<file path="src/rtl/spectag_unit_pkg.sv">
// Shared core constants for the speculative-tag unit: tag count, decode width,
// and the branch-result bus layout.
package spectag_unit_pkg;

  localparam int SPEC_STATES      = 4;
  localparam int CORE_DECODE_RATE = 2;

  // Branch result bus: {SPECTAG, ISSPEC, MISPRED, VALID}
  localparam int FUBR_RESULT_VALID   = 0;
  localparam int FUBR_RESULT_MISPRED = 1;
  localparam int FUBR_RESULT_ISSPEC  = 2;
  localparam int FUBR_RESULT_SPECTAG = 3;
  localparam int FUBR_RESULT_LEN     = FUBR_RESULT_SPECTAG + SPEC_STATES;

endpackage

</file>
<file path="src/rtl/spectag_unit_free_finder.sv">
// Picks the lowest-index DECODE_RATE free tags as one-hot slots.
// Unfilled slots read as zero with their valid bit low.
module spectag_free_finder #(
  parameter int SPECTAGS    = 4,
  parameter int DECODE_RATE = 2
) (
  input  logic [SPECTAGS-1:0]             i_valid,
  output logic [DECODE_RATE*SPECTAGS-1:0] o_tags,
  output logic [DECODE_RATE-1:0]          o_vld
);

  always_comb begin
    int cnt;
    o_tags = '0;
    o_vld  = '0;
    cnt    = 0;
    for (int i = 0; i < SPECTAGS; i++) begin
      if (!i_valid[i]) begin
        for (int k = 0; k < DECODE_RATE; k++) begin
          if (cnt == k) begin
            o_tags[k*SPECTAGS + i] = 1'b1;
            o_vld[k]               = 1'b1;
          end
        end
        cnt = cnt + 1;
      end
    end
  end

endmodule

</file>
<file path="src/rtl/spectag_unit.sv">
// Speculative branch-tag allocator with per-tag kill masks.
// Define SPECTAG_CHECK_EN to add simulation assertions on allocation/resolve inputs.
module spectag_unit
  import spectag_unit_pkg::*;
#(
  parameter int SPECTAGS    = SPEC_STATES,
  parameter int DECODE_RATE = CORE_DECODE_RATE
) (
  input  logic                            clk,
  input  logic                            rst,
  input  logic                            Flush,
  input  logic                            Stall,
  input  logic [DECODE_RATE-1:0]          Alloced_SpectagMask,
  input  logic [FUBR_RESULT_LEN-1:0]      FUBRresp,
  output logic [$clog2(SPECTAGS):0]       FreeSpectags,
  output logic [DECODE_RATE-1:0]          ToAlloc_SpectagValid,
  output logic [DECODE_RATE*SPECTAGS-1:0] ToAlloc_Spectags,
  output logic [DECODE_RATE*SPECTAGS-1:0] ToAlloc_KillMasks,
  output logic [SPECTAGS-1:0]             Spectag_Valid
);

  localparam int CNT_W = $clog2(SPECTAGS) + 1;

  logic [SPECTAGS-1:0]             r_valid;
  logic [SPECTAGS-1:0]             r_km       [SPECTAGS];
  logic [SPECTAGS-1:0]             w_valid_nxt;
  logic [SPECTAGS-1:0]             w_km_nxt   [SPECTAGS];
  logic [DECODE_RATE*SPECTAGS-1:0] w_tags;
  logic [DECODE_RATE*SPECTAGS-1:0] w_masks;
  logic [DECODE_RATE-1:0]          w_slot_vld;
  logic [CNT_W-1:0]                w_used;
  logic [SPECTAGS-1:0]             w_res_tag;
  logic [SPECTAGS-1:0]             w_kill;
  logic                            w_ok;
  logic                            w_mis;

  spectag_free_finder #(
    .SPECTAGS   (SPECTAGS),
    .DECODE_RATE(DECODE_RATE)
  ) u_finder (
    .i_valid(r_valid),
    .o_tags (w_tags),
    .o_vld  (w_slot_vld)
  );

  assign w_res_tag = FUBRresp[FUBR_RESULT_SPECTAG +: SPECTAGS];
  assign w_ok      = FUBRresp[FUBR_RESULT_VALID] & FUBRresp[FUBR_RESULT_ISSPEC]
                   & ~FUBRresp[FUBR_RESULT_MISPRED];
  assign w_mis     = FUBRresp[FUBR_RESULT_VALID] & FUBRresp[FUBR_RESULT_MISPRED];

  always_comb begin
    w_used = '0;
    for (int i = 0; i < SPECTAGS; i++) w_used = w_used + CNT_W'(r_valid[i]);
  end

  // Allocation view comes purely from registered state; resolutions land next cycle.
  assign FreeSpectags         = CNT_W'(SPECTAGS) - w_used;
  assign ToAlloc_SpectagValid = w_slot_vld;
  assign ToAlloc_Spectags     = w_tags;
  assign ToAlloc_KillMasks    = w_masks;
  assign Spectag_Valid        = r_valid;

  // Each slot is killed by everything outstanding plus every earlier slot in the group.
  always_comb begin
    logic [SPECTAGS-1:0] acc;
    w_masks = '0;
    acc     = r_valid;
    for (int k = 0; k < DECODE_RATE; k++) begin
      w_masks[k*SPECTAGS +: SPECTAGS] = acc;
      acc = acc | w_tags[k*SPECTAGS +: SPECTAGS];
    end
  end

  always_comb begin
    w_valid_nxt = r_valid;
    w_km_nxt    = r_km;
    w_kill      = '0;
    if (Flush) begin
      w_valid_nxt = '0;
      for (int i = 0; i < SPECTAGS; i++) w_km_nxt[i] = '0;
    end else if (w_mis) begin
      // Squash the mispredicted tag and every tag allocated under it.
      w_kill = w_res_tag;
      for (int i = 0; i < SPECTAGS; i++)
        if ((r_km[i] & w_res_tag) != '0) w_kill[i] = 1'b1;
      w_valid_nxt = r_valid & ~w_kill;
      for (int i = 0; i < SPECTAGS; i++)
        w_km_nxt[i] = w_kill[i] ? '0 : (r_km[i] & ~w_kill);
    end else begin
      if (w_ok) begin
        w_valid_nxt = r_valid & ~w_res_tag;
        for (int i = 0; i < SPECTAGS; i++) w_km_nxt[i] = r_km[i] & ~w_res_tag;
      end
      if (!Stall) begin
        for (int k = 0; k < DECODE_RATE; k++) begin
          if (Alloced_SpectagMask[k] && w_slot_vld[k]) begin
            w_valid_nxt = w_valid_nxt | w_tags[k*SPECTAGS +: SPECTAGS];
            for (int i = 0; i < SPECTAGS; i++)
              if (w_tags[k*SPECTAGS + i])
                w_km_nxt[i] = w_masks[k*SPECTAGS +: SPECTAGS] & ~(w_ok ? w_res_tag : '0);
          end
        end
      end
    end
  end

  always_ff @(posedge clk or negedge rst) begin
    if (!rst) begin
      r_valid <= '0;
      for (int i = 0; i < SPECTAGS; i++) r_km[i] <= '0;
    end else begin
      r_valid <= w_valid_nxt;
      for (int i = 0; i < SPECTAGS; i++) r_km[i] <= w_km_nxt[i];
    end
  end

`ifdef SPECTAG_CHECK_EN
  always @(posedge clk) begin
    if (rst && !Stall && !Flush) begin
      assert ((Alloced_SpectagMask & (Alloced_SpectagMask + 1'b1)) == '0)
        else $error("spectag_unit: Alloced_SpectagMask not contiguous from bit 0: %b",
                    Alloced_SpectagMask);
      assert ((Alloced_SpectagMask & ~w_slot_vld) == '0)
        else $error("spectag_unit: allocation on invalid slot: alloc=%b valid=%b",
                    Alloced_SpectagMask, w_slot_vld);
    end
    if (rst && (w_ok || w_mis)) begin
      assert ($onehot(w_res_tag) && ((w_res_tag & r_valid) != '0))
        else $error("spectag_unit: bad resolve tag %b (valid=%b)", w_res_tag, r_valid);
    end
  end
`else
  // Default build carries no input checking.
`endif

endmodule

</file>
<file path="config.mk">
export PLATFORM = sky130hd
export DESIGN_NAME = spectag_unit
export DESIGN_NICKNAME = d
export VERILOG_FILES = /design/src/rtl/spectag_unit_pkg.sv /design/src/rtl/spectag_unit_free_finder.sv /design/src/rtl/spectag_unit.sv
export SDC_FILE = /design/constraint.sdc
export NUM_CORES = 1
export LEC_CHECK = 0
export BUFFER_PORTS_ARGS = -buffer_cell sky130_fd_sc_hd__buf_2
export CORE_UTILIZATION = 57
export CTS_CLUSTER_DIAMETER = 30
export DETAILED_ROUTE_END_ITERATION = 6
export HOLD_SLACK_MARGIN = 0.12
export PLACE_DENSITY = 0.92
export SLEW_MARGIN = 10
export SYNTH_ARGS = -nofsm -noshare
export SYNTH_HDL_FRONTEND = slang
export SYNTH_SLANG_ARGS = --single-unit
</file>
<file path="constraint.sdc">
create_clock -name clk -period 4.8 [get_ports clk]
set_input_delay 0.24 -clock clk [delete_from_list [all_inputs] [get_ports clk]]
set_output_delay 0.24 -clock clk [all_outputs]
set_load 0.005 [all_outputs]
</file>
==> key figures <==
Logic synthesis
  • Yosys top cell by area: dfrtp_1
  • Syn_nets: 222
  • Synthesized area: 1540 um^2
  • Mapped Cells: 201
  • Mux cell area share after synthesis: 0.00649
  • Simple-Gate Fraction of Synth Area: 0.264
  • Ys async rst share: 1.00
  • Compound-cell area share of the yosys netlist: 0.298
  • Largest family of logic cells by synthesized area: compound AO/OA/AOI/OAI gates
  • Avg Cell Area, Syn: 7.68 um^2
  • Commonest cells in the netlist: a21oi_1 (23), nand2_1 (21), nor2_1 (17)
  • Post-synth EDFFs: 0
  • Ys Warns: 0
  • Top FF cell, synth: dfrtp_1
  • Most frequent cell after synthesis: a21oi_1
  • Library cells used by synthesis: 53
  • Largest cells by area after synthesis: dfrtp_1 (26%), a21oi_1 (7.5%), ha_1 (5.7%)
  • Seq/Total Area, Yosys: 0.260
  • Adder-cell share of the synthesized area: 0.0697
  • XOR/XNOR Fraction of Synth Area: 0.00568
  • Post-synth top area share: 0.260
  • Seq cells post-synth: 16

Place
  • Post-Place Cells: 247
  • IO Port Bufs: 35
  • Hpwl dp: 3.21 mm
  • Routability-driven placement congestion ratio: 0.952

Worst setup path
  • CP required: 4980 ps
  • Buf+Inv Stages, Crit Path: 1
  • Worst path max stage delay: 570 ps
  • Setup crit start kind: flop
  • R2r startpoint: Spectag_Valid[0]$_DFF_PN0_
  • FF-to-FF setup slack: 2020 ps
  • Setup CP Type: reg -> reg
  • Setup crit end kind: flop
  • Slowest CP cell: dfrtp_1
  • Worst-path maximum fanout: 11
  • R2R depth: 7
  • R2r endpoint: r_km[0]$_DFF_PN0_
  • Crit path DAT: 2950 ps
  • CP delay by family, top: simple AND/OR/NAND/NOR gates
  • Critical path cell sequence: inv_1, ha_1, or3b_2, a21boi_1, nor2_1, or3_1, a41o_1

Global route
  • Total track usage: 0.323
  • Largest net degree at the start of global routing: 22
  • Vias in the first global route: 1416
  • First-pass GRT wire length: 6.64 mm
  • Overflow after GRT: 0
  • Antenna violations before repair: 0

Drt
  • Vias/cell: 6.64
  • Drt pass-1 iters: 7
  • # DRC: 0
  • Antenna violation net count after detailed routing: 0
  • 1st-iter DRT viols: 100
  • Total wire length: 4.37 mm
  • Via count: 1674
  • Routed WL per cell: 17.3 um

Hold path
  • Hold Path Cell Cnt: 2
  • Min-delay src: Flush
  • Worst Hold Class: in -> reg
  • Hold path endpoint: r_km[5]$_DFF_PN0_

Timing
  • Final setup vio count: 0
  • Crit path time final: 2780 ps
  • Headroom to the max-slew limit: 0.504
  • Slew Limit Fails: 0
  • Hold Vio Cnt, Final: 0
  • Clock skew: 8.46 ps
  • RSZ-0062 raised after global routing: false
  • Final period util: 0.578
  • Worst Tran Pin Value: 739 ps
  • Max Clock Freq: 0.360 GHz
  • TNS Setup: 0 ps

Clock tree
  • Clk slew on worst S/H paths: 80 ps
  • CTS sink cnt: 16
  • CTS tree: done
  • Root buf cell: clkbuf_4
  • CTS H-tree depth: 1
  • Clock latency on the worst-skew pair: 290 ps
  • Total CTS buffers: 3
  • Longest Clk Path Bufs: 2

Die
  • Chip width: 54.0 um
  • Row Count: 18
  • Starting Density: 0.612
  • Core ar.: 2520 um^2
  • I/O pins: 38
  • Die Area: 2920 um^2
  • Die H: 54.0 um

Outcome
  • Outcome: finished, final reports clean

Final layout
  • Fillers: 214
  • Finished Layout Cells: 252
  • Share of layout cells above drive strength 1: 0.216
  • Synth-to-layout area growth: 10.1%
  • Final #Nets: 244
  • # diodes: 0

Pwr
  • Max IR drop VDD: 0.163 mV
  • Pwr/cell area: 198 nW/um^2
  • P_leak: 0.782 nW

Run
  • Max-cap viol count: 0
==> layout make-up <==
cell class | count | area, um^2 | share of cell area
well taps | 30 | 37.5 | 0.0221
clock buffers | 4 | 36.3 | 0.0214
inverters | 10 | 37.5 | 0.0221
flip-flops and latches | 16 | 400 | 0.236
repair buffers | 36 | 185 | 0.109
multi-input cells | 156 | 1000 | 0.590
==> logic make-up (layout without fill, tap and decap cells) <==
logic type,after synthesis,after routing
other cells,2,2
xor+xnor,1,1
fa+ha+maj,8,8
buf+inv,29,50
flops,16,16
simple gates,77,77
mux,1,1
compound gates,67,67
==> how the worst max path moves through the flow <==
stage | start | end | slack [ps] | depth (start not counted)
detailed placement | Spectag_Valid[0]$_DFF_PN0_ | r_km[14]$_DFF_PN0_ | 2060 | 7
finish | Spectag_Valid[0]$_DFF_PN0_ | r_km[0]$_DFF_PN0_ | 2020 | 7
CTS | Spectag_Valid[0]$_DFF_PN0_ | r_km[14]$_DFF_PN0_ | 2030 | 7
global placement | Spectag_Valid[0]$_DFF_PN0_ | r_km[15]$_DFF_PN0_ | 2090 | 7
global route | Spectag_Valid[0]$_DFF_PN0_ | r_km[14]$_DFF_PN0_ | 1810 | 7
floorplan | Spectag_Valid[0]$_DFF_PN0_ | r_km[11]$_DFF_PN0_ | 2300 | 8
==> cell usage in the layout, fill, tap and decap left out, types with 4 or more instances in the layout <==
cell       n
buf_2     35
a21oi_1   23
nand2_1   21
nor2_1    17
dfrtp_1   16
inv_1     10
nand3_1   10
o21ai_0    9
ha_1       7
a22oi_1    6
nor2b_1    4
o211ai_1   4
==> power breakdown <==
group / leakage, nW / switching (mW) / internal [mW]
sequential: 0.220 / 0.00807 / 0.139
combinational: 0.541 / 0.0612 / 0.0391
clock: 0.0210 / 0.0423 / 0.0463
total: 0.782 / 0.112 / 0.224
==> per-stage QoR <==
stage	utilization	hold slack, ps	total power [mW]	area, um^2	setup WS (ps)
floorplan	-	-55.6	0.215	1540	2300
global placement	0.655	172	0.245	1650	2090
detailed placement	0.655	171	0.247	1650	2060
CTS	0.674	285	0.337	1700	2030
global route	0.674	285	0.357	1700	1810
finish	0.674	298	0.336	1700	2020
==> registers in the layout, indices dropped and copies added, names as in the netlist <==
| signal | cells |
|---|---|
| Spectag_Valid | 4 |
| r_km | 12 |
==> what timing repair did <==
item	4_1_cts	5_1_grt
hold endpoints to repair	16	0
hold buffers	1	0
setup buffers	0	0
resized for setup	0	0
==> worst register-to-register path: stages (launching register included) <==
cell      delay, ps
dfrtp_1         570
inv_1           180
ha_1            460
or3b_2          520
a21boi_1        260
nor2_1          100
or3_1           330
a41o_1          250
==> metal layers <==
metal  global-route usage  part of all wire  vias up
met5                    0                 0        -
met2                0.514              0.47      105
met3               0.0650              0.10       14
li1                     -                 -      764
met1                0.427              0.41      791
met4                0.120             0.021        0
Note: power is estimated with default switching activity, not from simulation.
